`src/rtl/cobalt_pkg.sv`:
```
// cobalt_pkg: widths, requester indices and the default fixed-latency mask shared
// by the CDB arbiter and its neighbours (register status table, reservation stations).
package cobalt_pkg;

    localparam int TAG_W  = 6;
    localparam int DATA_W = 32;

    localparam int REQ_INT  = 0;
    localparam int REQ_LS   = 1;
    localparam int REQ_MULT = 2;
    localparam int REQ_DIV  = 3;

    // Only the multiplier pipeline is fixed-latency and cannot be stalled.
    localparam logic [3:0] FIXED_MASK_DEFAULT = 4'b0100;

    localparam int AGE_MAX_DEFAULT = 8;

endpackage

```
`src/rtl/rr_arbiter.sv`:
```
// rr_arbiter: purely combinational one-hot round-robin pick, searching upward from
// ptr and wrapping to 0. The pointer register is owned by the caller.
module rr_arbiter #(
    parameter int N = 4
) (
    input  logic [N-1:0]         req,
    input  logic [$clog2(N)-1:0] ptr,
    output logic [N-1:0]         gnt
);

    localparam int PTR_W = $clog2(N);

    logic             found;
    logic [PTR_W-1:0] idx;

    always_comb begin
        gnt   = '0;
        found = 1'b0;
        idx   = '0;
        for (int k = 0; k < N; k++) begin
            idx = PTR_W'((int'(ptr) + k) % N);
            if (!found && req[idx]) begin
                gnt[idx] = 1'b1;
                found    = 1'b1;
            end
        end
    end

endmodule

```
`src/rtl/cdb_arbiter.sv`:
```
// cdb_arbiter: grants one writeback requester per cycle and registers it onto the CDB.
// Define CDB_AGING_EN to add per-requester wait counters and the cdb_fixed_hold request.
module cdb_arbiter #(
    parameter int               N_REQ      = 4,
    parameter int               TAG_W      = cobalt_pkg::TAG_W,
    parameter int               DATA_W     = cobalt_pkg::DATA_W,
    parameter logic [N_REQ-1:0] FIXED_MASK = cobalt_pkg::FIXED_MASK_DEFAULT
`ifdef CDB_AGING_EN
    ,
    parameter int               AGE_MAX    = cobalt_pkg::AGE_MAX_DEFAULT
`endif
) (
    input  logic                      clk,
    input  logic                      reset,
    input  logic [N_REQ-1:0]          req_valid,
    input  logic [N_REQ*TAG_W-1:0]    req_tag,
    input  logic [N_REQ*DATA_W-1:0]   req_data,
    output logic [N_REQ-1:0]          req_gnt,
    output logic                      cdb_valid,
    output logic [TAG_W-1:0]          cdb_tag,
    output logic [DATA_W-1:0]         cdb_data,
    output logic [$clog2(N_REQ)-1:0]  cdb_src,
    output logic                      collision_err,
    output logic                      cdb_fixed_hold
);

    import cobalt_pkg::*;

    localparam int SRC_W = $clog2(N_REQ);

    logic [SRC_W-1:0]  rr_ptr;
    logic [N_REQ-1:0]  fixed_req, flex_req, fixed_gnt, rr_req, rr_gnt, gnt;
    logic [SRC_W-1:0]  win_idx;
    logic [TAG_W-1:0]  win_tag;
    logic [DATA_W-1:0] win_data;

    assign fixed_req = req_valid & FIXED_MASK;
    assign flex_req  = req_valid & ~FIXED_MASK;
    // Lowest set bit; any other fixed bit still set means a fixed collision.
    assign fixed_gnt = fixed_req & (-fixed_req);

    rr_arbiter #(.N(N_REQ)) u_rr (
        .req (rr_req),
        .ptr (rr_ptr),
        .gnt (rr_gnt)
    );

    always_comb begin
        gnt = '0;
        if (reset) begin
            if (|fixed_req) gnt = fixed_gnt;
            else            gnt = rr_gnt;
        end
    end

    assign req_gnt = gnt;

    always_comb begin
        win_idx  = '0;
        win_tag  = '0;
        win_data = '0;
        for (int i = 0; i < N_REQ; i++) begin
            if (gnt[i]) begin
                win_idx  = SRC_W'(i);
                win_tag  = req_tag[i*TAG_W +: TAG_W];
                win_data = req_data[i*DATA_W +: DATA_W];
            end
        end
    end

    // Idle cycles broadcast zeros; the pointer only moves on a round-robin win.
    always_ff @(posedge clk) begin
        if (!reset) begin
            cdb_valid     <= 1'b0;
            cdb_tag       <= '0;
            cdb_data      <= '0;
            cdb_src       <= '0;
            rr_ptr        <= '0;
            collision_err <= 1'b0;
        end else begin
            cdb_valid <= |gnt;
            cdb_tag   <= win_tag;
            cdb_data  <= win_data;
            cdb_src   <= win_idx;
            if (|gnt && !(|fixed_req))
                rr_ptr <= (win_idx == SRC_W'(N_REQ - 1)) ? '0 : win_idx + SRC_W'(1);
            if (fixed_req != fixed_gnt)
                collision_err <= 1'b1;
        end
    end

`ifdef CDB_AGING_EN
    localparam int AGE_W = $clog2(AGE_MAX + 1);

    logic [AGE_W-1:0] wait_cnt [N_REQ];
    logic [AGE_W-1:0] wait_nxt [N_REQ];
    logic [N_REQ-1:0] aged, aged_nxt, aged_req;

    always_comb begin
        aged = '0;
        for (int i = 0; i < N_REQ; i++)
            aged[i] = !FIXED_MASK[i] && (wait_cnt[i] == AGE_W'(AGE_MAX));
    end

    // Saturated waiters form a priority class searched from rr_ptr like plain RR.
    assign aged_req = aged & flex_req;
    assign rr_req   = (|aged_req) ? aged_req : flex_req;

    always_comb begin
        aged_nxt = '0;
        for (int i = 0; i < N_REQ; i++) begin
            if (FIXED_MASK[i] || !req_valid[i] || gnt[i]) wait_nxt[i] = '0;
            else if (aged[i])                             wait_nxt[i] = wait_cnt[i];
            else                                          wait_nxt[i] = wait_cnt[i] + AGE_W'(1);
            aged_nxt[i] = !FIXED_MASK[i] && (wait_nxt[i] == AGE_W'(AGE_MAX));
        end
    end

    // Hold tracks the counters as registered, so it drops the cycle after the aged grant.
    always_ff @(posedge clk) begin
        if (!reset) begin
            for (int i = 0; i < N_REQ; i++) wait_cnt[i] <= '0;
            cdb_fixed_hold <= 1'b0;
        end else begin
            for (int i = 0; i < N_REQ; i++) wait_cnt[i] <= wait_nxt[i];
            cdb_fixed_hold <= |aged_nxt;
        end
    end
`else
    assign rr_req         = flex_req;
    assign cdb_fixed_hold = 1'b0;
`endif

endmodule

```
`config.mk`:
```
export PLATFORM = sky130hd
export DESIGN_NAME = cdb_arbiter
export DESIGN_NICKNAME = d
export VERILOG_FILES = /design/src/rtl/cobalt_pkg.sv /design/src/rtl/rr_arbiter.sv /design/src/rtl/cdb_arbiter.sv
export SDC_FILE = /design/constraint.sdc
export NUM_CORES = 1
export LEC_CHECK = 0
export CAP_MARGIN = 5
export CORE_ASPECT_RATIO = 0.7
export CORE_MARGIN = 2
export CORE_UTILIZATION = 36
export CTS_BUF_LIST = sky130_fd_sc_hd__clkbuf_4 sky130_fd_sc_hd__clkbuf_8 sky130_fd_sc_hd__clkbuf_16
export DETAILED_ROUTE_END_ITERATION = 16
export HOLD_SLACK_MARGIN = 0.05
export PLACE_DENSITY = 0.86
export SYNTH_ARGS = -nofsm -noshare
export SYNTH_HDL_FRONTEND = slang
export SYNTH_HIERARCHICAL = 1
export SYNTH_SLANG_ARGS = --single-unit
```
`constraint.sdc`:
```
create_clock -name clk -period 4.5 [get_ports clk]
set_input_delay 0.9 -clock clk [delete_from_list [all_inputs] [get_ports clk]]
set_output_delay 0.9 -clock clk [all_outputs]
set_load 0.1 [all_outputs]
```
* Word level (Yosys, flattened, before mapping)
Index checks and enable logic that the tools add are counted.
Word-level totals: bits in writable memories 0, bits in latches 0, register bits after elaboration 44, input port bits 158, output and inout bits 47, memories kept 0, memory bits (read-only) 0, logic and storage cells 75
Operators by class: reductions and logical operators 13, div/mod/pow operators 0, muxes and demuxes 37, add/sub/neg operators 5, magnitude comparators 8, bitwise logic cells 4, shift-type cells 0, $mul 0, equality and inequality tests 2
Operators with widths (count):
- two-way mux 32 bit | 4
- two-way mux 4 bit | 6
- two-way mux 6 bit | 4
- less-than comparator 2 x 3 -> 1 bit (second input constant) | 4
- two-way mux 1 bit | 12
- OR 4 bit | 3
- binary-select mux 1 bit (select 2 bit) | 4
- demux 1 bit (select 2 bit) | 4
- greater-or-equal comparator 2 x 1 -> 1 bit (second input constant) | 4
- logical AND 1 bit | 8
- two-way mux 2 bit | 3
- adder 2 x 1 -> 2 bit (second input constant) | 2
- adder 2 bit (second input constant) | 2
- bitwise AND 3 x 4 -> 4 bit | 1
- zero test 1 bit | 4
- inequality test 3 x 4 -> 1 bit | 1
- negation 3 -> 4 bit | 1
- OR reduction 4 bit | 1
- == test 2 bit (second input constant) | 1

* Depth between registers and ports, before layout
word-level depth 19, mapped depth 12, mapped depth without buffers 9

* Modules after synthesis
The synthesis kept the hierarchy.
Modules (own cells, without submodules):
- cdb_arbiter | sequential area each 860.8 µm², cells each 260, area each 2278.4 µm², times used 1
- rr_arbiter | sequential area each 0.0 µm², cells each 36, area each 337.8 µm², times used 1

* Worst setup path before layout
OpenSTA, ideal clock, no wires.
path type in2out, from input req_valid[3], to output req_gnt[2], arrival 3154 ps, cell stages on the path 9, setup slack 446 ps, buffers on the path 3, cell sequence mux4_2 -> buf_6 -> nor4b_4 -> nand2_1 -> o211ai_1 -> or2_1 -> buf_6 -> buf_12 -> and2_1
Between the ends: word-level cells in the longest chain between the ends 14
Ends and longest elaborated chain:
- from (decl) | RTL line cdb_arbiter.sv:15 | input logic [N_REQ-1:0] req_valid,
- binary-select mux 1 bit (select 2 bit) | RTL line rr_arbiter.sv:22 | if (!found && req[idx]) begin
- two-way mux 1 bit (implied by the code) | RTL line rr_arbiter.sv:22
- two-way mux 1 bit | RTL line rr_arbiter.sv:22
- zero test 1 bit | RTL line rr_arbiter.sv:22
- logical AND 1 bit | RTL line rr_arbiter.sv:22
- two-way mux 1 bit | RTL line rr_arbiter.sv:22
- zero test 1 bit | RTL line rr_arbiter.sv:22
- logical AND 1 bit | RTL line rr_arbiter.sv:22
- two-way mux 1 bit | RTL line rr_arbiter.sv:22
- zero test 1 bit | RTL line rr_arbiter.sv:22
- logical AND 1 bit | RTL line rr_arbiter.sv:22
- two-way mux 4 bit * | RTL line rr_arbiter.sv:22
- net rr_gnt[2] | RTL line cdb_arbiter.sv:32 | logic [N_REQ-1:0] fixed_req, flex_req, fixed_gnt, rr_req, rr_gnt, gnt;
- two-way mux 4 bit * | RTL line cdb_arbiter.sv:51 | if (|fixed_req) gnt = fixed_gnt;
- two-way mux 4 bit * | RTL line cdb_arbiter.sv:50 | if (reset) begin
- to (decl) | RTL line cdb_arbiter.sv:18 | output logic [N_REQ-1:0] req_gnt,
The timed path passes the listed nets; every way through them passes the cells marked *. The select of a mux whose other input is x is not followed.

* Final worst setup path
from input req_valid[3], to output req_gnt[1]
The elaborated chain is that of the path after synthesis.

==> reports/summary.txt <==
FINAL LAYOUT
------------------------------------------------------------------------------------------------------
Post-Route Utilization ..................................................................       0.7056
Register Area ...........................................................................    860.8 um2
Final #Nets .............................................................................          656
Proportion of layout cells with a drive suffix above 1 ..................................      0.08925
Footprint of the multi-input gates ...................................................... 0.001473 mm2
Post-synthesis to final-layout area growth ..............................................       85.61%
Diodes inserted .........................................................................            0
Filler Cells Inserted ...................................................................          544

TIMING
------------------------------------------------------------------------------------------------------
Final critical delay including setup and external delays ................................     4.035 ns
Maximum clock frequency .................................................................    247.8 MHz
Tightest Pin Transition .................................................................     1.004 ns
Max-slew violation count ................................................................            0
Fin Clk Skew ............................................................................  0.007869 ns
Final Hold Vio Count ....................................................................            0
Slew headroom ...........................................................................       0.3288
Endpoints failing setup .................................................................            0
Worst hold margin .......................................................................    0.6677 ns
Sum of negative setup slack .............................................................         0 ns
Final worst path period share ...........................................................       0.8966
RSZ-0062 raised after global routing ....................................................        false

GLOBAL ROUTE
------------------------------------------------------------------------------------------------------
Largest net degree at the start of global routing .......................................           45
Wire length of the first global-routing pass ............................................     15.36 mm
Remaining Overflow, GRT .................................................................            0
Number of antenna violations at the first check in global routing .......................            0
Vias in the first global route ..........................................................         3124
Global-route total usage across every layer .............................................       0.2458

CLOCK TREE
------------------------------------------------------------------------------------------------------
Clock transition at the register clock pins on the worst setup and hold paths after CTS .      0.08 ns
CTS tree ................................................................................        built
# Post-CTS Setup Buffers ................................................................            0
Maximum number of buffers from clock root to sink .......................................            2
Hold-fix buffers, CTS ...................................................................            0
Number of buffers inserted during clock tree synthesis ..................................            5
Root Buffer ............................................................................. sky130_fd_sc_hd__clkbuf_8
Insertion delay to the later sink of the worst-skew pair ................................      0.29 ns
Number of instances resized during post-cts repair ......................................            0
Clock Sink Count ........................................................................           43
Level count of the clock H-tree .........................................................            2

WORST SETUP PATH
------------------------------------------------------------------------------------------------------
WS Path Type ............................................................................ input port to primary output
Number of buffer and inverter stages on the critical path ...............................            2
CP required .............................................................................      3.60 ns
List of cells traversed by the critical path ............................................ clkdlybuf4s50_1, mux4_2, nor4b_4, nand2_1, o211ai_1, and3b_1, buf_12
Kind of cell adding the most delay to the critical path ................................. simple AND/OR/NAND/NOR gates
Startpoint kind of the worst setup timing path ..........................................   input port
Slowest stage delay, CP .................................................................      0.63 ns
Crit path arrival time ..................................................................      3.13 ns
Peak fanout along the critical path .....................................................           10
Standard cell with the maximum stage delay on the critical path ......................... sky130_fd_sc_hd__mux4_2
CP Capture Type ......................................................................... primary output

POWER AND IR DROP
------------------------------------------------------------------------------------------------------
Peak supply drop ........................................................................    0.4160 mV
Power per Cell Area ..................................................................... 698.5 mW/mm2
Leakage power summed over all cells .....................................................     1.846 nW

DETAILED ROUTING
------------------------------------------------------------------------------------------------------
DRC viols ...............................................................................            0
DRT Pass-1 Iters ........................................................................            5
Iteration-0 DRC count of the detailed router ............................................          190
Via Count ...............................................................................         3121
Average wire per standard cell ..........................................................     17.66 um
Number of routed nets with antenna violations ...........................................            0
Routed via count divided by cell count ..................................................        5.317
Total Wirelength ........................................................................     10.37 mm

DIE
------------------------------------------------------------------------------------------------------
Row Count ...............................................................................           25
Number of top-level pins ................................................................          205
Core area ............................................................................... 0.006882 mm2
Overall die area ........................................................................ 0.007976 mm2
Initial cell density of the core ........................................................       0.3802
Horizontal die dimension ................................................................     105.9 um
Die span in y ...........................................................................     75.33 um

LOGIC SYNTHESIS
------------------------------------------------------------------------------------------------------
Post-Synthesis Cells ....................................................................          296
Sequential share of the synthesized area ................................................       0.3290
Yosys warning count .....................................................................            6
EDFF count, synth .......................................................................            0
Yosys cell types ........................................................................           41
Async set or reset register ratio after synthesis .......................................            0
Synth Area per Inst .....................................................................    8.839 um2
Most used DFF post-synth ................................................................ sky130_fd_sc_hd__dfxtp_1
Post-synthesis cell area ................................................................ 0.002616 mm2
FF+latch count, synth ...................................................................           43

PLACE
------------------------------------------------------------------------------------------------------
GP Congestion ...........................................................................       0.7800
Port-buffer cells .......................................................................          202
HPWL after detailed placement ...........................................................     7.800 mm

WORST HOLD PATH
------------------------------------------------------------------------------------------------------
Worst min-delay path class .............................................................. flop to flop

JOB
------------------------------------------------------------------------------------------------------
Reported max-cap violation count ........................................................            0

OUTCOME
------------------------------------------------------------------------------------------------------
Status .................................................................................. finished, final reports clean

==> metal layers <==
layer,wire length [um],vias up,track usage
met1,4338,1466,0.2991
li1,-,1506,-
met2,5140,133,0.4452
met3,716,16,0.05731
met5,0,-,0
met4,171,0,0.07310
==> synth_stat cells (2+ instances only) <==
cell | n | area [um2]
sky130_fd_sc_hd__dfxtp_1 | 43 | 860.8
sky130_fd_sc_hd__o21ai_0 | 31 | 155.2
sky130_fd_sc_hd__inv_1 | 29 | 108.9
sky130_fd_sc_hd__a221oi_1 | 24 | 210.2
sky130_fd_sc_hd__a211oi_1 | 20 | 150.1
sky130_fd_sc_hd__a21oi_1 | 18 | 90.09
sky130_fd_sc_hd__buf_2 | 15 | 75.07
sky130_fd_sc_hd__nand3_1 | 15 | 75.07
sky130_fd_sc_hd__nand2_1 | 10 | 37.54
sky130_fd_sc_hd__a221oi_2 | 9 | 135.1
sky130_fd_sc_hd__clkbuf_1 | 7 | 26.28
sky130_fd_sc_hd__o211ai_1 | 7 | 52.55
sky130_fd_sc_hd__ha_1 | 6 | 75.07
sky130_fd_sc_hd__buf_4 | 5 | 37.54
sky130_fd_sc_hd__a21o_2 | 4 | 35.03
sky130_fd_sc_hd__and3b_1 | 4 | 35.03
sky130_fd_sc_hd__o21ai_1 | 4 | 20.02
sky130_fd_sc_hd__a211o_1 | 3 | 26.28
sky130_fd_sc_hd__buf_6 | 3 | 33.78
sky130_fd_sc_hd__nor2_1 | 3 | 11.26
sky130_fd_sc_hd__nor2b_1 | 3 | 18.77
sky130_fd_sc_hd__o221ai_1 | 3 | 26.28
sky130_fd_sc_hd__a21boi_0 | 2 | 15.01
sky130_fd_sc_hd__a21boi_1 | 2 | 15.01
sky130_fd_sc_hd__a21o_1 | 2 | 15.01
sky130_fd_sc_hd__a31oi_1 | 2 | 12.51
sky130_fd_sc_hd__and2_1 | 2 | 12.51
sky130_fd_sc_hd__and4bb_2 | 2 | 25.02
sky130_fd_sc_hd__mux4_1 | 2 | 52.55
sky130_fd_sc_hd__mux4_2 | 2 | 45.04
sky130_fd_sc_hd__nand2b_1 | 2 | 12.51
sky130_fd_sc_hd__nand4_1 | 2 | 12.51
sky130_fd_sc_hd__o21a_1 | 2 | 15.01
==> worst reg2reg max path: cells and delay by family (launching register included) <==
family | cells | cell delay, ns
simple gates | 3 | 0.87
compound gates | 3 | 0.59
flops | 1 | 0.59
mux | 1 | 0.41
buf+inv | 2 | 0.40
fa+ha+maj | 1 | 0.36
==> registers in the layout, indices dropped and copies added (netlist names) <==
register   flops
cdb_data      32
cdb_valid      1
cdb_tag        6
rr_ptr         2
cdb_src        2
==> cells in the final DEF (no fill, tap or decap), types with 2 or more instances in the layout <==
cell                              count
sky130_fd_sc_hd__a21boi_1             2
sky130_fd_sc_hd__nand4_1              2
sky130_fd_sc_hd__a211o_1              3
sky130_fd_sc_hd__a221oi_1            24
sky130_fd_sc_hd__and4bb_2             2
sky130_fd_sc_hd__conb_1               6
sky130_fd_sc_hd__mux4_2               2
sky130_fd_sc_hd__a21oi_1             18
sky130_fd_sc_hd__a21o_2               4
sky130_fd_sc_hd__and3b_1              4
sky130_fd_sc_hd__o211ai_1             7
sky130_fd_sc_hd__dfxtp_1             43
sky130_fd_sc_hd__nand2b_1             2
sky130_fd_sc_hd__buf_12               4
sky130_fd_sc_hd__nand3_1             15
sky130_fd_sc_hd__mux4_1               2
sky130_fd_sc_hd__nor2_1               3
sky130_fd_sc_hd__a221oi_2             9
sky130_fd_sc_hd__o21ai_1              4
sky130_fd_sc_hd__and2_1               2
sky130_fd_sc_hd__a21boi_0             2
sky130_fd_sc_hd__bufinv_16            2
sky130_fd_sc_hd__ha_1                 6
sky130_fd_sc_hd__buf_4               13
sky130_fd_sc_hd__clkdlybuf4s50_1    198
sky130_fd_sc_hd__o21ai_0             31
sky130_fd_sc_hd__a21o_1               2
sky130_fd_sc_hd__nand2_1             10
sky130_fd_sc_hd__nor2b_1              3
sky130_fd_sc_hd__a31oi_1              2
sky130_fd_sc_hd__a211oi_1            20
sky130_fd_sc_hd__clkbuf_8             5
sky130_fd_sc_hd__o221ai_1             3
sky130_fd_sc_hd__o21a_1               2
sky130_fd_sc_hd__inv_1               29
==> metrics by stage <==
step                total power, mW  instances  cell area [um2]  setup slack, ns
floorplan                     2.380        301             2635           0.4463
global placement              2.984        579             4720           0.5503
detailed placement            3.020        579             4720           0.4988
CTS                           3.399        587             4856           0.4836
global route                  3.558        587             4856           0.3598
finish                        3.392        587             4856           0.4652
==> power by group <==
part	internal, mW	switching, mW	total, mW
Clock	0.228	0.141	0.369
Combinational	0.762	1.69	2.45
Sequential	0.514	0.0595	0.573
Total	1.50	1.89	3.39
==> worst paths after layout <==
kind	start	to	slack, ns	cells after the start
worst min-delay path	rr_ptr[1]$_SDFFE_PN0P_	rr_ptr[1]$_SDFFE_PN0P_	0.67	2
worst max register to register	rr_ptr[0]$_SDFFE_PN0P_	cdb_data[18]$_SDFF_PN0_	1.13	10
worst min register to register	rr_ptr[1]$_SDFFE_PN0P_	rr_ptr[1]$_SDFFE_PN0P_	0.67	2
worst max-delay path	req_valid[3]	req_gnt[1]	0.47	7
==> cells by family (layout without fill, tap and decap cells) <==
logic type                 Yosys count  after routing  share of synthesized area
AOI/OAI and AO/OA                  134            134                     0.3754
buffers and inverters               60            252                     0.1153
and+or+nand+nor                     48             48                     0.1129
DFF                                 43             43                     0.3290
adders and majority gates            6              6                    0.02869
muxes                                4              4                    0.03730
other                                1              6                   0.001433
==> cell type report <==
class / count / area share
Tap cell: 94 / 0.02422
Clock inverter: 2 / 0.01237
Inverter: 29 / 0.02242
Timing Repair Buffer: 215 / 0.4447
Clock buffer: 6 / 0.01572
Sequential cell: 43 / 0.1773
Multi-Input combinational cell: 198 / 0.3033
Power figures use the tool's default switching activity.
